[src/rtl/md_cmd_issuer_if.sv]
`default_nettype none
// ----------------------------------------------------------------------------
// md_cmd_issuer_if : command, engine and result signals of md_cmd_issuer
// Rev 1.0
// ----------------------------------------------------------------------------
interface md_cmd_issuer_if #(
    parameter int SIZE_A = 128,
    parameter int SIZE_B = 64,
    parameter int TAG_W  = 4
);
    logic                     cmd_valid;
    logic                     cmd_ready;
    logic                     cmd_select;
    logic [SIZE_A-1:0]        cmd_a;
    logic [SIZE_B-1:0]        cmd_b;
    logic [TAG_W-1:0]         cmd_tag;

    logic                     md_en;
    logic                     md_select;
    logic [SIZE_A-1:0]        md_a;
    logic [SIZE_B-1:0]        md_b;
    logic [SIZE_A+SIZE_B-1:0] md_p;
    logic                     md_valid;
    logic                     md_busy;

    logic                     res_valid;
    logic                     res_ready;
    logic [SIZE_A+SIZE_B-1:0] res_p;
    logic                     res_select;
    logic [TAG_W-1:0]         res_tag;
    logic                     res_err;

    modport slave (
        input  cmd_valid, cmd_select, cmd_a, cmd_b, cmd_tag,
        input  md_p, md_valid, md_busy, res_ready,
        output cmd_ready, md_en, md_select, md_a, md_b,
        output res_valid, res_p, res_select, res_tag, res_err
    );

    modport master (
        output cmd_valid, cmd_select, cmd_a, cmd_b, cmd_tag,
        output md_p, md_valid, md_busy, res_ready,
        input  cmd_ready, md_en, md_select, md_a, md_b,
        input  res_valid, res_p, res_select, res_tag, res_err
    );
endinterface
`default_nettype wire

[src/rtl/md_cmd_issuer.sv]
`default_nettype none
// ----------------------------------------------------------------------------
// md_cmd_issuer : FIFO-buffered mul/div issuer for multi_div; MD_TIMEOUT_EN adds a WAIT watchdog
// Rev 1.0
// ----------------------------------------------------------------------------
module md_cmd_issuer #(
    parameter int SIZE_A     = 128,
    parameter int SIZE_B     = 64,
    parameter int FAST_MODE  = 2,
    parameter int FIFO_DEPTH = 4,
    parameter int TAG_W      = 4,
    parameter int TIMEOUT    = 1023
) (
    input  wire logic      clk,
    input  wire logic      reset_n,
    md_cmd_issuer_if.slave bus
);
    localparam int c_PW = SIZE_A + SIZE_B;
    localparam int c_EW = 1 + TAG_W + SIZE_A + SIZE_B;
    localparam int c_AW = $clog2(FIFO_DEPTH);
    localparam int c_N  = SIZE_A / FAST_MODE;

    typedef enum logic [1:0] {
        S_IDLE = 2'd0,
        S_WAIT = 2'd1,
        S_HOLD = 2'd2
    } state_t;

    state_t          r_state, w_state_nxt;
    logic [c_EW-1:0] r_mem [FIFO_DEPTH];
    logic [c_AW:0]   r_wr_ptr, r_rd_ptr;
    logic            w_empty, w_full, w_push, w_issue;
    logic [c_EW-1:0] w_head;

    logic             r_cur_sel, r_hold_err;
    logic [TAG_W-1:0] r_cur_tag;
    logic [c_PW-1:0]  r_hold_p, w_md_res, w_ld_p;
    logic             w_ld_err, w_load, w_capture, w_slot_free, w_tmo;
    logic             r_res_valid, r_res_sel, r_res_err;
    logic [c_PW-1:0]  r_res_p;
    logic [TAG_W-1:0] r_res_tag;

    // Engine latency (N) only constrains TIMEOUT; no logic here depends on it.
    wire logic w_unused_cfg = (c_N > TIMEOUT);

    assign w_empty = (r_wr_ptr == r_rd_ptr);
    assign w_full  = (r_wr_ptr[c_AW] != r_rd_ptr[c_AW]) &&
                     (r_wr_ptr[c_AW-1:0] == r_rd_ptr[c_AW-1:0]);
    assign w_head  = r_mem[r_rd_ptr[c_AW-1:0]];
    assign w_push  = bus.cmd_valid && bus.cmd_ready;

    // A pop in the same cycle frees a slot, so a full FIFO can still accept.
    assign bus.cmd_ready = !w_full || w_issue;

    assign bus.md_en     = w_issue;
    assign bus.md_select = w_issue & w_head[c_EW-1];
    assign bus.md_a      = w_issue ? w_head[SIZE_A+SIZE_B-1:SIZE_B] : '0;
    assign bus.md_b      = w_issue ? w_head[SIZE_B-1:0] : '0;

    assign w_slot_free = !r_res_valid || bus.res_ready;
    assign w_md_res    = r_cur_sel ? {{SIZE_B{1'b0}}, bus.md_p[SIZE_A-1:0]} : bus.md_p;

    always_ff @(posedge clk) begin
        if (!reset_n) begin
            r_wr_ptr <= '0;
            r_rd_ptr <= '0;
        end else begin
            if (w_push)
                r_wr_ptr <= r_wr_ptr + (c_AW+1)'(1);
            if (w_issue)
                r_rd_ptr <= r_rd_ptr + (c_AW+1)'(1);
        end
    end

    always_ff @(posedge clk) begin
        if (w_push)
            r_mem[r_wr_ptr[c_AW-1:0]] <= {bus.cmd_select, bus.cmd_tag, bus.cmd_a, bus.cmd_b};
    end

`ifdef MD_TIMEOUT_EN
    localparam int c_CW = $clog2(TIMEOUT + 1);
    logic [c_CW-1:0] r_cnt;

    // r_cnt equals the number of cycles since md_en; a same-cycle md_valid wins.
    assign w_tmo = (r_state == S_WAIT) && !bus.md_valid && (r_cnt == c_CW'(TIMEOUT - 1));

    always_ff @(posedge clk) begin
        if (!reset_n)
            r_cnt <= '0;
        else if (w_issue)
            r_cnt <= c_CW'(1);
        else if (r_state == S_WAIT)
            r_cnt <= r_cnt + c_CW'(1);
    end
`else
    assign w_tmo = 1'b0;
`endif

    always_comb begin
        w_state_nxt = r_state;
        w_issue     = 1'b0;
        w_load      = 1'b0;
        w_capture   = 1'b0;
        w_ld_p      = '0;
        w_ld_err    = 1'b0;
        case (r_state)
            S_IDLE: begin
                if (!w_empty && !bus.md_busy) begin
                    w_issue     = 1'b1;
                    w_state_nxt = S_WAIT;
                end
            end
            S_WAIT: begin
                if (bus.md_valid || w_tmo) begin
                    w_ld_p   = w_tmo ? '0 : w_md_res;
                    w_ld_err = w_tmo;
                    if (w_slot_free) begin
                        w_load      = 1'b1;
                        w_state_nxt = S_IDLE;
                    end else begin
                        w_capture   = 1'b1;
                        w_state_nxt = S_HOLD;
                    end
                end
            end
            S_HOLD: begin
                w_ld_p   = r_hold_p;
                w_ld_err = r_hold_err;
                if (w_slot_free) begin
                    w_load      = 1'b1;
                    w_state_nxt = S_IDLE;
                end
            end
            default: w_state_nxt = S_IDLE;
        endcase
    end

    always_ff @(posedge clk) begin
        if (!reset_n)
            r_state <= S_IDLE;
        else
            r_state <= w_state_nxt;
    end

    always_ff @(posedge clk) begin
        if (!reset_n) begin
            r_cur_sel   <= 1'b0;
            r_cur_tag   <= '0;
            r_hold_p    <= '0;
            r_hold_err  <= 1'b0;
            r_res_valid <= 1'b0;
            r_res_p     <= '0;
            r_res_sel   <= 1'b0;
            r_res_tag   <= '0;
            r_res_err   <= 1'b0;
        end else begin
            if (w_issue) begin
                r_cur_sel <= w_head[c_EW-1];
                r_cur_tag <= w_head[c_EW-2 -: TAG_W];
            end
            if (w_capture) begin
                r_hold_p   <= w_ld_p;
                r_hold_err <= w_ld_err;
            end
            if (w_load) begin
                r_res_valid <= 1'b1;
                r_res_p     <= w_ld_p;
                r_res_sel   <= r_cur_sel;
                r_res_tag   <= r_cur_tag;
                r_res_err   <= w_ld_err;
            end else if (bus.res_ready) begin
                r_res_valid <= 1'b0;
            end
        end
    end

    assign bus.res_valid  = r_res_valid;
    assign bus.res_p      = r_res_p;
    assign bus.res_select = r_res_sel;
    assign bus.res_tag    = r_res_tag;
    assign bus.res_err    = r_res_err;
endmodule
`default_nettype wire
[src/flat_wrapper.sv]
// flat-port wrapper written by rule: the top's interface ports become plain ports
module md_cmd_issuer_flat 
#(
    parameter int SIZE_A     = 128,
    parameter int SIZE_B     = 64,
    parameter int FAST_MODE  = 2,
    parameter int FIFO_DEPTH = 4,
    parameter int TAG_W      = 4,
    parameter int TIMEOUT    = 1023
)
  (clk, reset_n, bus_cmd_valid, bus_cmd_select, bus_cmd_a, bus_cmd_b, bus_cmd_tag, bus_md_p, bus_md_valid, bus_md_busy, bus_res_ready, bus_cmd_ready, bus_md_en, bus_md_select, bus_md_a, bus_md_b, bus_res_valid, bus_res_p, bus_res_select, bus_res_tag, bus_res_err);
  md_cmd_issuer_if #(.SIZE_A(SIZE_A), .SIZE_B(SIZE_B), .TAG_W(TAG_W)) bus_i ();
  input  wire logic clk;
  input  wire logic reset_n;
  input wire logic [$bits(bus_i.cmd_valid)-1:0] bus_cmd_valid;
  input wire logic [$bits(bus_i.cmd_select)-1:0] bus_cmd_select;
  input wire logic [$bits(bus_i.cmd_a)-1:0] bus_cmd_a;
  input wire logic [$bits(bus_i.cmd_b)-1:0] bus_cmd_b;
  input wire logic [$bits(bus_i.cmd_tag)-1:0] bus_cmd_tag;
  input wire logic [$bits(bus_i.md_p)-1:0] bus_md_p;
  input wire logic [$bits(bus_i.md_valid)-1:0] bus_md_valid;
  input wire logic [$bits(bus_i.md_busy)-1:0] bus_md_busy;
  input wire logic [$bits(bus_i.res_ready)-1:0] bus_res_ready;
  output wire logic [$bits(bus_i.cmd_ready)-1:0] bus_cmd_ready;
  output wire logic [$bits(bus_i.md_en)-1:0] bus_md_en;
  output wire logic [$bits(bus_i.md_select)-1:0] bus_md_select;
  output wire logic [$bits(bus_i.md_a)-1:0] bus_md_a;
  output wire logic [$bits(bus_i.md_b)-1:0] bus_md_b;
  output wire logic [$bits(bus_i.res_valid)-1:0] bus_res_valid;
  output wire logic [$bits(bus_i.res_p)-1:0] bus_res_p;
  output wire logic [$bits(bus_i.res_select)-1:0] bus_res_select;
  output wire logic [$bits(bus_i.res_tag)-1:0] bus_res_tag;
  output wire logic [$bits(bus_i.res_err)-1:0] bus_res_err;
  assign bus_i.cmd_valid = bus_cmd_valid;
  assign bus_i.cmd_select = bus_cmd_select;
  assign bus_i.cmd_a = bus_cmd_a;
  assign bus_i.cmd_b = bus_cmd_b;
  assign bus_i.cmd_tag = bus_cmd_tag;
  assign bus_i.md_p = bus_md_p;
  assign bus_i.md_valid = bus_md_valid;
  assign bus_i.md_busy = bus_md_busy;
  assign bus_i.res_ready = bus_res_ready;
  assign bus_cmd_ready = bus_i.cmd_ready;
  assign bus_md_en = bus_i.md_en;
  assign bus_md_select = bus_i.md_select;
  assign bus_md_a = bus_i.md_a;
  assign bus_md_b = bus_i.md_b;
  assign bus_res_valid = bus_i.res_valid;
  assign bus_res_p = bus_i.res_p;
  assign bus_res_select = bus_i.res_select;
  assign bus_res_tag = bus_i.res_tag;
  assign bus_res_err = bus_i.res_err;
  md_cmd_issuer #(.SIZE_A(SIZE_A), .SIZE_B(SIZE_B), .FAST_MODE(FAST_MODE), .FIFO_DEPTH(FIFO_DEPTH), .TAG_W(TAG_W), .TIMEOUT(TIMEOUT)) u_core (.clk(clk), .reset_n(reset_n), .bus(bus_i));
endmodule
[config.mk]
export PLATFORM = sky130hd
export DESIGN_NAME = md_cmd_issuer_flat
export DESIGN_NICKNAME = d
export VERILOG_FILES = /design/src/rtl/md_cmd_issuer_if.sv /design/src/rtl/md_cmd_issuer.sv /design/src/flat_wrapper.sv
export SDC_FILE = /design/constraint.sdc
export NUM_CORES = 1
export LEC_CHECK = 0
export CORE_MARGIN = 2
export CORE_UTILIZATION = 49
export CTS_CLUSTER_DIAMETER = 100
export DETAILED_ROUTE_END_ITERATION = 8
export PLACE_DENSITY = 0.77
export SYNTH_ARGS = -nofsm -noshare
export SYNTH_HDL_FRONTEND = slang
export SYNTH_SLANG_ARGS = --single-unit
[constraint.sdc]
create_clock -name clk -period 22.1 [get_ports clk]
set_input_delay 4.42 -clock clk [delete_from_list [all_inputs] [get_ports clk]]
set_output_delay 4.42 -clock clk [all_outputs]
set_load 0.03 [all_outputs]
==> run metrics <==
Overall Global Routing Usage 0.236; top-count cell post-synth edfxtp_1; setup repair bufs after CTS 0; max_slew headroom 0.258; later-pin clock latency in the skew report 0.73 ns; Final Hold Fails 0; YS warnings 0; setup tns final 0 ns; H-Tree Depth 3; synth unique cells 38; CP startpoint kind input pin; # hold bufs at CTS 0; CP startpoint bus_md_busy; worst flop-to-flop path endpoint u_core.r_mem[2][129]; number of synthesized flops with an enable pin 788; most frequent cell on the critical path clkdlybuf4s50_1; drt drc 0; CTS Sinks 1,195; Worst-Margin Slew 1.11 ns; Syn Nets 3,483; Post-Synthesis Cells 3,080; HP Class reg2reg; Slew Limit Fails 0; share of cells above drive strength 1 0.110; core area 0.0936 mm²; Starting Density 0.496; first-pass GRT wire length 177 mm; Synth area leaders edfxtp_1, dfxtp_1, mux4_2; post-route ant nets 0; top_reg_cell synth edfxtp_1; I/O Buffers 788; CP max stage delay 0.69 ns; Die Ht 312 µm; total gr overflow 0; FF+latch count, synth 1,195; First-pass DRT Iterations 6; Max rail drop VDD 0.0881 mV; RR Startpoint u_core.r_state[0]; sequential fraction of the synthesis area 0.685; Via density 5.60; vias in the first global route 28,500; row cnt 112; # IOs 789; status completed; clock root buffer clkbuf_16; Period minus WS final 11.68 ns; Clock Path Buffers 3; LEAKAGE 19.1 nW; Reg2Reg Depth 7; crit share post-route 0.528; Worst Path Max Fanout 184; R2R Setup Slk 17.99 ns; cells along the critical path clkdlybuf4s50_1 > nand2b_1 > a31o_2 > inv_6 > buf_6 > buf_16 > and2_1 > clkdlybuf4s50_1; crit path to bus_md_a[58]; CP Data Required Time 17.68 ns; PwrDens 92.3 mW/mm²; post-CTS resize count 0; Die Area 0.0973 mm²; top achievable clock speed 85.6 MHz; CP Capture Type output port; Arr. time, crit path 7.26 ns; synthesized area per cell 15.1 µm²; max-cap violations 0; via count 28,900; largest net degree at the start of global routing 231; initial antenna violation count 44; routed length per instance 23.1 µm; final setup violation count 0; Synth top area share 0.510; Die W 312 µm; slowest CP cell clkdlybuf4s50_1; Reg clk slew, reported paths 0.06 ns; synthesis-to-finish area growth 27.3%; cell taking the most area after synthesis edfxtp_1; CTS tree built; async set or reset register ratio after synthesis 0; Detailed Route Iter0 Violations 2,860; total CTS buffers 119; Nets 4,183; Final Util 0.632; RSZ-0062 raised after global routing false; Total Wirelength 119 mm; Syn Std Cell Area 0.0464 mm²; placer congestion estimate 0.829; Final HPWL DP 73.4 mm; Fill cells 6,809; Post-synth top cells edfxtp_1, dfxtp_1, nor2_1; kind of critical path in2out; Worst Skew 0.0508 ns
worst max-delay path: cells and delay by family:
kind	cells	cell delay, ns
AOI/OAI and AO/OA	1	0.33
buffers and inverters	5	1.80
and+or+nand+nor	2	0.45
per-stage QoR:
step	total power, W	std cells	hold WS [ns]	setup WS (ns)	area (µm²)
after floorplan	0.00316	3080	0.410	11.74	46400
after global placement	0.00352	4912	0.421	10.20	55100
after detailed placement	0.00353	4912	0.422	10.00	55100
after CTS	0.00550	5135	0.433	9.96	59000
after global routing	0.00564	5164	0.439	10.35	59100
final	0.00546	5166	0.428	10.42	59100
state kept, by name, indices dropped and copies added, names as in the netlist, 2 cells and up, named ones only:
signal and flops:
u_core.r_rd_ptr 3, u_core.r_wr_ptr 3, u_core.r_state 2, u_core.bus.res_tag 4
u_core.r_mem 788, u_core.bus.res_p 192, u_core.r_cur_tag 4, u_core.r_hold_p 192
worst min path at each step:
stage / start / endpoint / slack [ns] / cells past startpoint
CTS: u_core.r_hold_err / u_core.r_hold_err / 0.43 / 2
global placement: u_core.r_hold_err / u_core.r_hold_err / 0.42 / 2
detailed placement: u_core.r_hold_err / u_core.r_hold_err / 0.42 / 2
finish: u_core.r_hold_err / u_core.r_hold_err / 0.43 / 2
global route: u_core.r_hold_err / u_core.r_hold_err / 0.44 / 2
floorplan: u_core.r_hold_err / u_core.r_hold_err / 0.41 / 2
cell families (layout without fill, tap and decap cells):
family / Yosys count / after routing / synth area share
DFF: 1195 / 1195 / 0.685
and+or+nand+nor: 959 / 959 / 0.112
AOI/OAI and AO/OA: 466 / 466 / 0.0803
buffers and inverters: 249 / 1051 / 0.0243
muxes: 197 / 197 / 0.0955
adders and majority gates: 8 / 8 / 0.00216
xor gates and xnor gates: 6 / 6 / 0.00113
other: 0 / 30 / 0
layout make-up:
type | count | area (µm²) | share of cell area
clock inverter | 70 | 708 | 0.0120
multi-input combinational | 1636 | 13500 | 0.229
sequential | 1195 | 31800 | 0.538
inverter | 8 | 35.0 | 0.000593
timing repair buffer | 820 | 8210 | 0.139
clock buffer | 153 | 3170 | 0.0535
antenna | 30 | 75.1 | 0.00127
tap | 1254 | 1570 | 0.0265
per-layer routing:
| metal | up-vias | GRT usage | part of all wire |
|---|---|---|---|
| met4 | 28 | 0.0886 | 0.031 |
| met1 | 14600 | 0.291 | 0.39 |
| met2 | 1091 | 0.398 | 0.51 |
| met5 | - | 0 | 0.0015 |
| met3 | 218 | 0.0651 | 0.077 |
| li1 | 13000 | - | - |
cell usage in the layout, fill, tap and decap left out, types with 5 or more instances in the layout:
cell and count:
a22oi_1 192, buf_4 26, and2_1 198, o21ai_0 5, ha_1 7, nand2_1 150
a21boi_1 70, and2_4 5, mux4_2 197, clkdlybuf4s50_1 787, nor2b_1 193, diode_2 30
dfxtp_1 405, nor2_1 259, inv_1 7, clkbuf_1 28, nor3b_1 118, edfxtp_1 788
nand3_1 16, nor3b_2 10, bufinv_16 9, xnor2_1 5, clkinv_1 25, clkbuf_16 119
clkbuf_8 7, a22o_1 192, clkinv_2 21
power breakdown:
group / switching [W] / total [W] / internal (W)
clock network: 0.000853 / 0.00198 / 0.00112
logic: 0.000527 / 0.000978 / 0.000451
registers: 0.0000334 / 0.00250 / 0.00247
total: 0.00141 / 0.00546 / 0.00404
(Power assumes the default switching activity.)
